==> src/rtl/pong_match_sequencer.sv <==
// Match-flow controller for two-player LED-matrix pong.
// Sequences ball reload / serve hold / rally / post-point pause / match end,
// keeps both scores and drives a combined decimal-weighted display value.
module pong_match_sequencer #(
  parameter int unsigned WIN_SCORE   = 5,
  parameter int unsigned PAUSE_TICKS = 8
) (
  input  logic        CLK,
  input  logic        RSTn,
  input  logic        tick,
  input  logic        serve_btn,
  input  logic        miss_p1,
  input  logic        miss_p2,
  output logic        ball_load,
  output logic        ball_run,
  output logic        serve_side,
  output logic [3:0]  score_p1,
  output logic [3:0]  score_p2,
  output logic [13:0] disp_value,
  output logic        match_over,
  output logic        winner,
  output logic [2:0]  state
);

  typedef enum logic [2:0] {
    IDLE  = 3'd0,
    LOAD  = 3'd1,
    READY = 3'd2,
    RALLY = 3'd3,
    POINT = 3'd4,
    OVER  = 3'd5
  } state_t;

  localparam logic [3:0] WIN_VAL   = 4'(WIN_SCORE);
  localparam logic [7:0] PAUSE_END = 8'(PAUSE_TICKS - 1);

  state_t      state_q, state_d;
  logic        s1, s2, s3;
  logic        serve_edge;
  logic [7:0]  pause_cnt, pause_cnt_d;
  logic        pause_done;
  logic        win_reached;

  logic        ball_load_d, ball_run_d, serve_side_d, match_over_d, winner_d;
  logic [3:0]  score_p1_d, score_p2_d;
  logic [13:0] disp_value_d;
  logic [13:0] p1_wide, p2_wide;

  assign serve_edge  = s2 & ~s3;
  assign pause_done  = tick && (pause_cnt == PAUSE_END);
  assign win_reached = (score_p1 == WIN_VAL) || (score_p2 == WIN_VAL);
  assign state       = state_q;
  assign p1_wide     = {10'd0, score_p1};
  assign p2_wide     = {10'd0, score_p2};

  // Serve button synchronizer plus delay flop for rising-edge detection
  always_ff @(posedge CLK or negedge RSTn) begin
    if (!RSTn) begin
      s1 <= 1'b0;
      s2 <= 1'b0;
      s3 <= 1'b0;
    end else begin
      s1 <= serve_btn;
      s2 <= s1;
      s3 <= s2;
    end
  end

  // State register
  always_ff @(posedge CLK or negedge RSTn) begin
    if (!RSTn) state_q <= IDLE;
    else       state_q <= state_d;
  end

  // Next-state logic
  always_comb begin
    state_d = state_q;
    case (state_q)
      IDLE:  state_d = LOAD;
      LOAD:  state_d = READY;
      READY: if (serve_edge) state_d = RALLY;
      RALLY: if (miss_p1 || miss_p2) state_d = POINT;
      POINT: if (pause_done) state_d = win_reached ? OVER : LOAD;
      OVER:  if (serve_edge) state_d = LOAD;
      default: state_d = IDLE;
    endcase
  end

  // Next values of the registered outputs, derived from current and next state
  always_comb begin
    ball_load_d  = (state_d == LOAD);
    ball_run_d   = (state_d == RALLY);
    match_over_d = (state_d == OVER);
    serve_side_d = serve_side;
    winner_d     = winner;
    score_p1_d   = score_p1;
    score_p2_d   = score_p2;
    pause_cnt_d  = '0;
    disp_value_d = (p1_wide << 6) + (p1_wide << 5) + (p1_wide << 2) + p2_wide;
    case (state_q)
      RALLY: begin
        if (miss_p1 && !miss_p2) begin
          score_p2_d   = score_p2 + 4'd1;
          serve_side_d = 1'b0;
        end else if (miss_p2 && !miss_p1) begin
          score_p1_d   = score_p1 + 4'd1;
          serve_side_d = 1'b1;
        end
      end
      POINT: begin
        pause_cnt_d = tick ? pause_cnt + 8'd1 : pause_cnt;
        if (state_d == OVER) winner_d = (score_p2 == WIN_VAL);
      end
      OVER: begin
        if (serve_edge) begin
          score_p1_d   = '0;
          score_p2_d   = '0;
          serve_side_d = ~winner;
        end
      end
      default: ;
    endcase
  end

  // Output and datapath registers
  always_ff @(posedge CLK or negedge RSTn) begin
    if (!RSTn) begin
      ball_load  <= 1'b0;
      ball_run   <= 1'b0;
      serve_side <= 1'b0;
      score_p1   <= '0;
      score_p2   <= '0;
      disp_value <= '0;
      match_over <= 1'b0;
      winner     <= 1'b0;
      pause_cnt  <= '0;
    end else begin
      ball_load  <= ball_load_d;
      ball_run   <= ball_run_d;
      serve_side <= serve_side_d;
      score_p1   <= score_p1_d;
      score_p2   <= score_p2_d;
      disp_value <= disp_value_d;
      match_over <= match_over_d;
      winner     <= winner_d;
      pause_cnt  <= pause_cnt_d;
    end
  end

endmodule
==> config.mk <==
export PLATFORM = sky130hd
export DESIGN_NAME = pong_match_sequencer
export DESIGN_NICKNAME = d
export VERILOG_FILES = /design/src/rtl/pong_match_sequencer.sv
export SDC_FILE = /design/constraint.sdc
export NUM_CORES = 1
export LEC_CHECK = 0
export ABC_AREA = 1
export ABC_CLOCK_PERIOD_IN_PS = 2330
export CORE_UTILIZATION = 52
export DETAILED_ROUTE_END_ITERATION = 7
export GPL_TIMING_DRIVEN = 0
export MAX_ROUTING_LAYER = met4
export PLACE_DENSITY = 0.79
export SLEW_MARGIN = 10
export SYNTH_ARGS = -nofsm -noshare
export SYNTH_HDL_FRONTEND = slang
export SYNTH_SLANG_ARGS = --single-unit
export TNS_END_PERCENT = 50
==> constraint.sdc <==
create_clock -name CLK -period 2.33 [get_ports CLK]
set_clock_uncertainty 0.2 [all_clocks]
set_input_delay 0.3495 -clock CLK [delete_from_list [all_inputs] [get_ports CLK]]
set_output_delay 0.3495 -clock CLK [all_outputs]
set_load 0.02 [all_outputs]
==> results.json <==
{
  "result_of_the_run": "complete, no violations",
  "rsz0062_at_grt": "false",
  "synth_simple_gate_area_share": 0.2182,
  "clkLatencyLatePin_ps": 290,
  "numPortBuffers": 32,
  "proportion_of_netlist_area_held_by_the_largest_area_contributor": 0.4738,
  "die_area_um2": 4112,
  "final_hpwl_from_detailed_placement_mm": 2.632,
  "critPathBufInv": 1,
  "gr-usage-all-layers": 0.2065,
  "worstReg2RegStart": "score_p1[0]",
  "dr.first_iter.drc_count": 65,
  "mux_cell_area_share_after_synthesis": 0.01060,
  "min_path_type": "flip-flop to flip-flop",
  "yosysUniqueCellTypes": 34,
  "num-fill-cells": 318,
  "path_delay_family": "adder cells",
  "grt_start_max_net_pins": 38,
  "cp.depth": 8,
  "r2r_slack_ps": 190,
  "routed_via_density": 4.978,
  "crit_top_cell": "sky130_fd_sc_hd__nand2_1",
  "setup.worst_path.end_class": "flip-flop",
  "cellLeakagePower_uw": 0.001273,
  "chipWidth_um": 64.13,
  "synth_top_family_by_area": "simple AND/OR/NAND/NOR gates",
  "seq_area_frac_synth": 0.4738,
  "grt_overflow_total": 0,
  "max-cap-violations": 0,
  "h-tree-depth": 2,
  "timing_worst_setup_path_type": "flip-flop to flip-flop",
  "grt_first_pass_wirelength_mm": 6.272,
  "syn_area_per_cell_um2": 8.802,
  "ff_latch_area_um2": 950.9,
  "power_per_cell_area_nw_per_um2": 1262,
  "firstDrtPassIters": 4,
  "synth_compound_gate_area_share": 0.08791,
  "worst_ep_required_time_ps": 2300,
  "core_region_area_um2": 3689,
  "post_synth_xor_area_fraction": 0.02618,
  "path_max_fanout": 8,
  "first_global_vias": 1503,
  "hold_viol": 0,
  "cts_made_buffers": 5,
  "final_count_of_pins_violating_max_slew": 0,
  "crit_slowest_cell": "sky130_fd_sc_hd__dfrtp_1",
  "timing.critical_path.arrival_ps": 2110,
  "critical_path.reg2reg.endpoint": "disp_value[8]",
  "mappedNetlistArea_um2": 2007,
  "cp-start-kind": "flip-flop",
  "netlist_instances": 228,
  "worst_path_largest_cell_delay_ps": 530,
  "place_congestion": 0.9176,
  "clkSlewWorstSetupHoldPaths_ps": 80,
  "grt_antenna_before_repair": 0,
  "post_layout_utilization_of_the_core": 0.6856,
  "setup_viol_count_final": 0,
  "clock_sinks": 38,
  "synthToLayoutAreaGrowth_pct": 26.00,
  "die_h_um": 64.13,
  "post-cts-setup-buffers": 0,
  "drc": 0,
  "power.ir.vdd_worst_mv": 0.6913,
  "diodes": 0,
  "nNetsFinal": 291,
  "synth.yosys.warnings": 0,
  "drive_above_1_share": 0.1213,
  "ctsLongestPathBuffers": 2,
  "crit_path_start": "score_p1[0]",
  "multi_input_area_um2": 882.1,
  "synthAdderAreaFrac": 0.09102,
  "yosysTopAreaCell": "sky130_fd_sc_hd__dfrtp_1",
  "cp_cell_sequence": "ha_1 > inv_1 > fa_1 > o21ai_1 > nand2_1 > nand2_1 > a21oi_1 > xor2_1",
  "worst-r2r-cell-count": 8,
  "vias_after_detailed_routing": 1593,
  "hold_path_depth": 0,
  "root_buffer": "sky130_fd_sc_hd__clkbuf_8",
  "floorplan.initialDensity": 0.5441,
  "average_detailed_routed_wire_length_per_instance_um": 11.20,
  "totalPowerFinal_uw": 3191,
  "worstSetupEndpoint": "disp_value[8]",
  "final.period_utilization": 0.9174,
  "yosys_register_bits": 38,
  "number_of_top_level_pins": 36,
  "placement_rows": 22,
  "f_max_mhz": 467.8,
  "finalWirelength_mm": 3.583,
  "ys_top_cells_by_area": "sky130_fd_sc_hd__dfrtp_1 47%, sky130_fd_sc_hd__nand2_1 8.6%, sky130_fd_sc_hd__ha_1 8.1%, sky130_fd_sc_hd__inv_1 6.0%, sky130_fd_sc_hd__nor2_1 3.7%",
  "drtAntennaViolNets": 0,
  "final_critical_period_ps": 2138,
  "ctsResizeCount": 0,
  "clock_tree_from_tritoncts": "built"
}
==> cell type report <==
cell class / instances / area share
buffer: 6 / 0.01682
clock buffer: 5 / 0.02721
clock inverter: 3 / 0.01583
inverter: 37 / 0.05492
multi-input combinational: 149 / 0.3488
sequential: 38 / 0.3761
tap: 48 / 0.02375
timing repair buffer: 34 / 0.1366
==> metrics by stage <==
stage | setup TNS [ps] | hold slack, ps | instances | cell area (um2) | setup WS, ps
final | 0 | 155.5 | 320 | 2529 | 192.4
after global routing | 0 | 179.5 | 320 | 2529 | 53.49
after floorplan | 0 | -146.1 | 230 | 2014 | 278.2
after global placement | -6198 | 134.1 | 310 | 2395 | -164.3
after CTS | 0 | 158.8 | 320 | 2529 | 187.2
after detailed placement | 0 | -49.65 | 311 | 2410 | 212.4
==> registers in the layout, summed over array words and instances, names as in the netlist, 3 cells and up <==
name,count
disp_value,11
state,3
score_p1,4
pause_cnt,8
score_p2,4
==> metal layers <==
| layer | track usage | wire, um |
|---|---|---|
| met5 | - | 0 |
| met3 | 0.04464 | 151 |
| met2 | 0.3551 | 1705 |
| met1 | 0.2313 | 1666 |
| met4 | 0.08889 | 59 |
==> synthesized netlist by cell type <==
cell                       number
sky130_fd_sc_hd__conb_1         1
sky130_fd_sc_hd__o22ai_1        1
sky130_fd_sc_hd__and3_1         1
sky130_fd_sc_hd__fa_1           1
sky130_fd_sc_hd__a21oi_1       10
sky130_fd_sc_hd__a21boi_0       1
sky130_fd_sc_hd__a211oi_1       1
sky130_fd_sc_hd__nand2_1       46
sky130_fd_sc_hd__mux2i_1        1
sky130_fd_sc_hd__o21bai_1       1
sky130_fd_sc_hd__inv_1         32
sky130_fd_sc_hd__nor3_1         4
sky130_fd_sc_hd__nand4_1        5
sky130_fd_sc_hd__o32ai_1        2
sky130_fd_sc_hd__a31oi_1        1
sky130_fd_sc_hd__nand2_4        1
sky130_fd_sc_hd__nand3_1        8
sky130_fd_sc_hd__o21ai_0        8
sky130_fd_sc_hd__nor3_2         2
sky130_fd_sc_hd__nor2_2         3
sky130_fd_sc_hd__inv_2          5
sky130_fd_sc_hd__nand2_2        2
sky130_fd_sc_hd__xor2_1         5
sky130_fd_sc_hd__buf_4          5
sky130_fd_sc_hd__o21ai_1        2
sky130_fd_sc_hd__mux2_1         1
sky130_fd_sc_hd__o31ai_1        1
sky130_fd_sc_hd__xnor2_1        1
sky130_fd_sc_hd__nor2_1        20
sky130_fd_sc_hd__nand3_2        3
sky130_fd_sc_hd__dfrtp_1       38
sky130_fd_sc_hd__buf_2          1
sky130_fd_sc_hd__a21oi_4        1
sky130_fd_sc_hd__ha_1          13
==> worst min path at each step <==
stage	slack, ps	start	end
after detailed placement	-50	RSTn	disp_value[10]
final	160	s1	s2
after floorplan	-150	RSTn	ball_load
after global placement	130	s1	s2
after global routing	180	s1	s2
after CTS	160	s1	s2
==> where the power goes <==
part / switching, uW / total (uW) / internal [uW]
clock network: 235 / 550 / 315
registers: 184 / 1050 / 870
logic: 887 / 1590 / 699
==> cell usage in the layout, fill, tap and decap left out, types with 8 or more instances in the layout <==
cell type	netlist	routed
sky130_fd_sc_hd__a21oi_1	10	10
sky130_fd_sc_hd__clkdlybuf4s50_1	0	31
sky130_fd_sc_hd__dfrtp_1	38	38
sky130_fd_sc_hd__ha_1	13	13
sky130_fd_sc_hd__inv_1	32	32
sky130_fd_sc_hd__nand2_1	46	46
sky130_fd_sc_hd__nand3_1	8	8
sky130_fd_sc_hd__nor2_1	20	20
sky130_fd_sc_hd__o21ai_0	8	8
==> cells by family (layout without fill, tap and decap cells) <==
family	after synthesis	count (layout)
other	1	3
AO/OA/AOI/OAI	29	29
flip-flops	38	38
AND/OR/NAND/NOR	95	95
multiplexers	2	2
XOR/XNOR	6	6
adder cells (fa/ha/maj)	14	14
buffers and inverters	43	85
==> repair_timing <==
action / in CTS / in global routing
setup endpoints to repair: 0 / 0
hold endpoints to repair: 38 / 0
hold buffers: 1 / 0
Note: power is estimated with default switching activity, not from simulation.
